**src/rtl/scoreboard.sv**
```systemverilog
// Sequential double-dabble converter from an 8-bit score to two BCD digits and 7-seg codes.
// Optional SCOREBOARD_LEADING_ZERO_BLANK_EN blanks the tens display when the tens digit is 0.
module scoreboard #(
   parameter bit SEG_ACTIVE_LOW = 1'b1
) (
   input  logic        clock,
   input  logic        reset,
   input  logic [7:0]  binary,
   input  logic        update,
   output logic [13:0] score,
   output logic [7:0]  BCD_score,
   output logic        completed_conversion
);

   typedef enum logic [1:0] {StIdle, StLoad, StShift, StDone} state_e;

   state_e      state_q;
   logic        update_q;
   logic [7:0]  bin_q;
   logic [7:0]  bcd_q;
   logic [3:0]  cnt_q;
   logic [7:0]  bcd_out_q;
   logic [13:0] score_q;
   logic        completed_q;
   logic        start;
   logic [7:0]  adj_d;
   logic [15:0] shift_d;

   function automatic logic [6:0] seg_decode(input logic [3:0] d);
      logic [6:0] s;
      case (d)
         4'd0:    s = 7'h3F;
         4'd1:    s = 7'h06;
         4'd2:    s = 7'h5B;
         4'd3:    s = 7'h4F;
         4'd4:    s = 7'h66;
         4'd5:    s = 7'h6D;
         4'd6:    s = 7'h7D;
         4'd7:    s = 7'h07;
         4'd8:    s = 7'h7F;
         4'd9:    s = 7'h6F;
         default: s = 7'h00;
      endcase
      return SEG_ACTIVE_LOW ? ~s : s;
   endfunction

   function automatic logic [6:0] tens_decode(input logic [3:0] d);
`ifdef SCOREBOARD_LEADING_ZERO_BLANK_EN
      if (d == 4'd0) return SEG_ACTIVE_LOW ? 7'h7F : 7'h00;
`endif
      return seg_decode(d);
   endfunction

   assign start = update & ~update_q;

   // Add-3 correction precedes the shift so each nibble stays a valid BCD digit.
   always_comb begin
      adj_d = bcd_q;
      if (adj_d[3:0] >= 4'd5) adj_d[3:0] = adj_d[3:0] + 4'd3;
      if (adj_d[7:4] >= 4'd5) adj_d[7:4] = adj_d[7:4] + 4'd3;
      shift_d = {adj_d[6:0], bin_q, 1'b0};
   end

   always_ff @(posedge clock) begin
      if (reset) begin
         state_q     <= StIdle;
         update_q    <= 1'b0;
         bin_q       <= 8'h00;
         bcd_q       <= 8'h00;
         cnt_q       <= 4'd0;
         bcd_out_q   <= 8'h00;
         score_q     <= {tens_decode(4'd0), seg_decode(4'd0)};
         completed_q <= 1'b0;
      end else begin
         update_q    <= update;
         completed_q <= 1'b0;
         case (state_q)
            StIdle: begin
               if (start) state_q <= StLoad;
            end
            StLoad: begin
               bin_q   <= (binary > 8'd99) ? 8'd99 : binary;
               bcd_q   <= 8'h00;
               cnt_q   <= 4'd8;
               state_q <= StShift;
            end
            StShift: begin
               bcd_q <= shift_d[15:8];
               bin_q <= shift_d[7:0];
               cnt_q <= cnt_q - 4'd1;
               if (cnt_q == 4'd1) state_q <= StDone;
            end
            StDone: begin
               bcd_out_q   <= bcd_q;
               score_q     <= {tens_decode(bcd_q[7:4]), seg_decode(bcd_q[3:0])};
               completed_q <= 1'b1;
               state_q     <= StIdle;
            end
            default: state_q <= StIdle;
         endcase
      end
   end

   assign score                = score_q;
   assign BCD_score            = bcd_out_q;
   assign completed_conversion = completed_q;

endmodule

```
**config.mk**
```make
export PLATFORM = sky130hd
export DESIGN_NAME = scoreboard
export DESIGN_NICKNAME = d
export VERILOG_FILES = /design/src/rtl/scoreboard.sv
export SDC_FILE = /design/constraint.sdc
export NUM_CORES = 1
export LEC_CHECK = 0
export CORE_ASPECT_RATIO = 0.5
export CORE_MARGIN = 1.5
export CORE_UTILIZATION = 50
export CTS_CLUSTER_DIAMETER = 60
export DETAILED_ROUTE_END_ITERATION = 7
export GPL_TIMING_DRIVEN = 1
export HOLD_SLACK_MARGIN = 0.06
export PLACE_DENSITY_LB_ADDON = 0.25
export SKIP_LAST_GASP = 1
export SLEW_MARGIN = 10
export SYNTH_ARGS = -nofsm -noshare
export SYNTH_HDL_FRONTEND = slang
export SYNTH_SLANG_ARGS = --single-unit
```
**constraint.sdc**
```tcl
create_clock -name clock -period 2.55 [get_ports clock]
set_input_delay 0.3825 -clock clock [delete_from_list [all_inputs] [get_ports clock]]
set_output_delay 0.3825 -clock clock [all_outputs]
set_load 0.05 [all_outputs]
```
# Word level (Yosys, flattened, before mapping)
# Memory sizes are Yosys's and may differ from the RTL's. A register that Yosys moved wholly into a read port is not among the register bits.
# Cells that the tools add are included.
# op_classes
n_reduce_logical,3
addsub,3
n_eq_ne,6
n_lt_le_gt_ge,3
muxes,18
bitwise_logic,4
# ops
op,n
$pmux 8 s2,2
$mux 7,4
$mux 4,5
$not 7->7,2
$ge 4x3->1 const B,2
$gt 8x7->1 const B,1
$mux 8,1
$pmux 2 s4,1
$pmux 4 s2,1
$add 4x2->4 const B,1
$eq 2x2->1 const B,2
$eq 4x1->1 const B,1
$mux 2,2
$ne 2x2->1 const B,2
$sub 4x1->4 const B,1
$add 3x2->3 const B,1
$mux 3,1
$eq 2x1->1 const B,1
$logic_not 2->1,1
$reduce_and 2->1,1
$reduce_bool 2->1,1
$and 1x1->1,1
$mux 1,1
$not 1->1,1
# totals
rom_bits,224
wordCells,47
regBits,46
memories,2
# mem_list
name,depth,width,rd,rd_clocked_by_memory_dff,wr,line_no,rtl
(name not given),16,7,1,1,0,31,case (d)
(name not given),16,7,1,1,0,31,

# Longest topological paths before layout
# logic_depth
word_depth,5
depth_mapped,12
mapped_depth_nobuf,11

# Least setup slack after synthesis
# No wires, ideal clock.
# synth_path
path_kind,register -> register
startpoint,reg state_q[1]
endpoint,reg with a tool-made name
period_less_slack_ns,2.507
t_required_ns,2.494
path_slack_ns,0.043
stages_incl_launch_ff,12
setup_time_ns,0.056
arrival_time_ns,2.451
path_cell_list,dfxtp_1 -> inv_1 -> ha_1 -> buf_2 -> nand2_1 -> o32ai_1 -> nor3_2 -> or2_2 -> ha_1 -> or3_1 -> o22ai_1 -> a211o_2
# synth_lines
item,line_no,rtl
"start, declared",17,state_e state_q;
"start signal, assigned",66,state_q <= StIdle;
"start signal, assigned",79,if (start) state_q <= StLoad;
"start signal, assigned",85,state_q <= StShift;

==> impl_metrics.env <==
export IMPL_grt_max_degree=31
export IMPL_setup_ws_ns=0.07651
export IMPL_clkTransAtPathRegs_ns=0.05
export IMPL_gr_total_overflow=0
export IMPL_power_share_clock=0.368
export IMPL_synthArstFlopShare=0
export IMPL_dp_hpwl_um=4554
export IMPL_p_sw_frac=0.3299
export IMPL_cp_max_fo=8
export IMPL_leakagePower_nw=1.371
export IMPL_drc=0
export IMPL_p_comb_frac=0.312
export IMPL_synthXorXnorAreaFrac=0.005965
export IMPL_crit_path_start_kind="flip-flop"
export IMPL_syn_nets=354
export IMPL_synth_edff_count=0
export IMPL_cp_end_kind="flip-flop"
export IMPL_ys_seq_elements=60
export IMPL_worst_pin_slew_ns=0.5950
export IMPL_finalPower_mw=3.470
export IMPL_clk_latency_ns=0.33
export IMPL_arrival_ns=2.75
export IMPL_root_buffer="clkbuf_16"
export IMPL_final_antenna_net_count=0
export IMPL_avgViaCountPerCell=5.692
export IMPL_grt_pass1_vias=2429
export IMPL_power_internal_mw=2.325
export IMPL_vias=2493
export IMPL_power_density_nw_per_um2=916.0
export IMPL_clock_path_buffers=2
export IMPL_cap_violations=0
export IMPL_synth_mux_area_frac=0.03409
export IMPL_htreeDepth=3
export IMPL_pin_count=34
export IMPL_diodes=0
export IMPL_timing_critical_path_buf_inv=2
export IMPL_path_delay_family="simple AND/OR/NAND/NOR gates"
export IMPL_cts_tree="yes"
export IMPL_core_um2=5563
export IMPL_wire_per_inst_um=15.96
export IMPL_yosysSeqAreaShare=0.4090
export IMPL_synth_compound_area_frac=0.2037
export IMPL_crit_path_cell_trace="inv_1 > ha_4 > buf_6 > and3b_1 > and3_2 > nor3_4 > or2_4 > ha_2 > or3_1 > o22ai_2 > a211o_2"
export IMPL_syn_instance_count=321
export IMPL_ctsHoldBuffers=0
export IMPL_fmax_ghz=0.4043
export IMPL_synth_cell_type_count=64
export IMPL_first_pass_iters=5
export IMPL_setup_tns_ns=0
export IMPL_worst_path_max_delay_cell="or3_1"
export IMPL_seq_power_share=0.321
export IMPL_ir_drop_uv=569.4
export IMPL_finalHoldViolCount=0
export IMPL_fin_crit_sh=0.9700
export IMPL_critical_path_class="reg -> reg"
export IMPL_grt_first_pass_wirelength_um=12030
export IMPL_max_stage_delay_ns=0.39
export IMPL_synth_top_family_by_area="compound AO/OA/AOI/OAI gates"
export IMPL_cp_required_ns=2.82
export IMPL_track_usage=0.2388
export IMPL_syn2layout_area_growth_pct=29.02
export IMPL_fin_crit_ns=2.473
export IMPL_post_cts_setup_buffers=0
export IMPL_die_x_um=111.4
export IMPL_status="completed"
export IMPL_routed_wl_um=6989
export IMPL_synth_ff_type="dfxtp_1"
export IMPL_finalCoreUtilization=0.6811
export IMPL_nNetsFinal=394
export IMPL_final_common_cell="dfxtp_1"
export IMPL_num_rows=19
export IMPL_holdWs_ns=0.4180
export IMPL_syn_area_um2=2937
export IMPL_syn_avg_cell_area_um2=9.148
export IMPL_yosysWarnings=0
export IMPL_setup_violations=0
export IMPL_yosys_area_share_simple=0.1964
export IMPL_min_path_type="reg -> reg"
export IMPL_io_buffers=33
export IMPL_post_place_ws_ns=-0.1106
export IMPL_drtIter0Drc=105
export IMPL_drv_slew=0
export IMPL_fillers=457
export IMPL_synthAdderAreaFrac=0.09374
export IMPL_cts_sinks=60
export IMPL_p_switching_mw=1.145
export IMPL_place_gp_congestion=0.8963
export IMPL_drive_gt1_frac=0.1836
export IMPL_most_common_layout_cells="dfxtp_1, nor2_1, clkdlybuf4s50_1"
export IMPL_fin_skew_ns=0.004802
export IMPL_start_util=0.5279
export IMPL_numCtsBuffers=9
export IMPL_max_slew_margin_rel=0.6034
export IMPL_rsz0062_at_grt="true"
export IMPL_antenna_found_initial=0
export IMPL_die_h_um=57.19
export IMPL_dieArea_um2=6370
-- power groups by stage --
stage / clock [mW] / sequential, mW / combinational (mW)
after detailed placement: 0 / 1.12 / 0.974
after CTS: 1.30 / 1.10 / 1.04
final: 1.28 / 1.11 / 1.08
after global placement: 0 / 1.12 / 0.946
after global routing: 1.35 / 1.13 / 1.18
after floorplan: 0 / 1.23 / 0.553
-- worst reg2reg max path: stages (launching register included) --
cell and delay [ns]:
dfxtp_4 0.37, inv_1 0.08, ha_4 0.30, buf_6 0.14, and3b_1 0.18, and3_2 0.21, nor3_4 0.06, or2_4 0.27
ha_2 0.19, or3_1 0.39, o22ai_2 0.12, a211o_2 0.13
-- layout make-up --
class | instances | area [um2] | area share
repair buffers | 50 | 456.7 | 0.1205
clock buffers | 9 | 225.2 | 0.05945
flip-flops and latches | 60 | 1209 | 0.3190
multi-input cells | 224 | 1653 | 0.4363
well taps | 73 | 91.34 | 0.02411
inverters | 16 | 63.81 | 0.01684
clock inverters | 6 | 90.09 | 0.02378
-- per-layer routing --
metal,routed length [um],track usage,share of wire
met1,3434,0.3351,0.49
met2,3098,0.3567,0.44
met3,403,0.08183,0.058
met4,53,0.05967,0.0076
met5,0,0,0
-- synth_stat cells (5+ instances only) --
library cell	n	area share
dfxtp_1	60	0.41
nor2_1	46	0.059
ha_1	22	0.094
a211oi_1	17	0.043
nand2_1	17	0.022
inv_1	15	0.019
a21oi_1	14	0.024
clkbuf_1	10	0.013
mux2i_1	10	0.034
nor3_1	10	0.017
o21ai_0	8	0.014
nand2b_1	5	0.011
nand3_1	5	0.0085
-- kinds of logic (layout without fill, tap and decap cells) --
group                      Yosys count  after routing
adders and majority gates           22             22
xor gates and xnor gates             2              2
buffers and inverters               37             81
and+or+nand+nor                    113            113
muxes                               10             10
DFF                                 60             60
AOI/OAI and AO/OA                   77             77
-- path summary, 6_finish.rpt --
path / end / slack, ns / cells after the start / startpoint
worst max-delay path: flip-flop / 0.08 / 11 / state_q[1]
worst min-delay path: score[1] / 0.42 / 1 / flip-flop
worst max register to register: flip-flop / 0.08 / 11 / state_q[1]
worst min register to register: score[1] / 0.42 / 1 / flip-flop
-- per-stage QoR --
| step | area (um2) | std cells |
|---|---|---|
| detailed placement | 3373 | 423 |
| floorplan | 2937 | 321 |
| global route | 3789 | 438 |
| CTS | 3747 | 438 |
| global placement | 3373 | 423 |
| finish | 3789 | 438 |
-- timing repair --
action                     4_1_cts  5_1_grt
pin swaps                        1        2
resized for setup               10       13
setup endpoints to repair        4        9
Power figures use the tool's default switching activity.
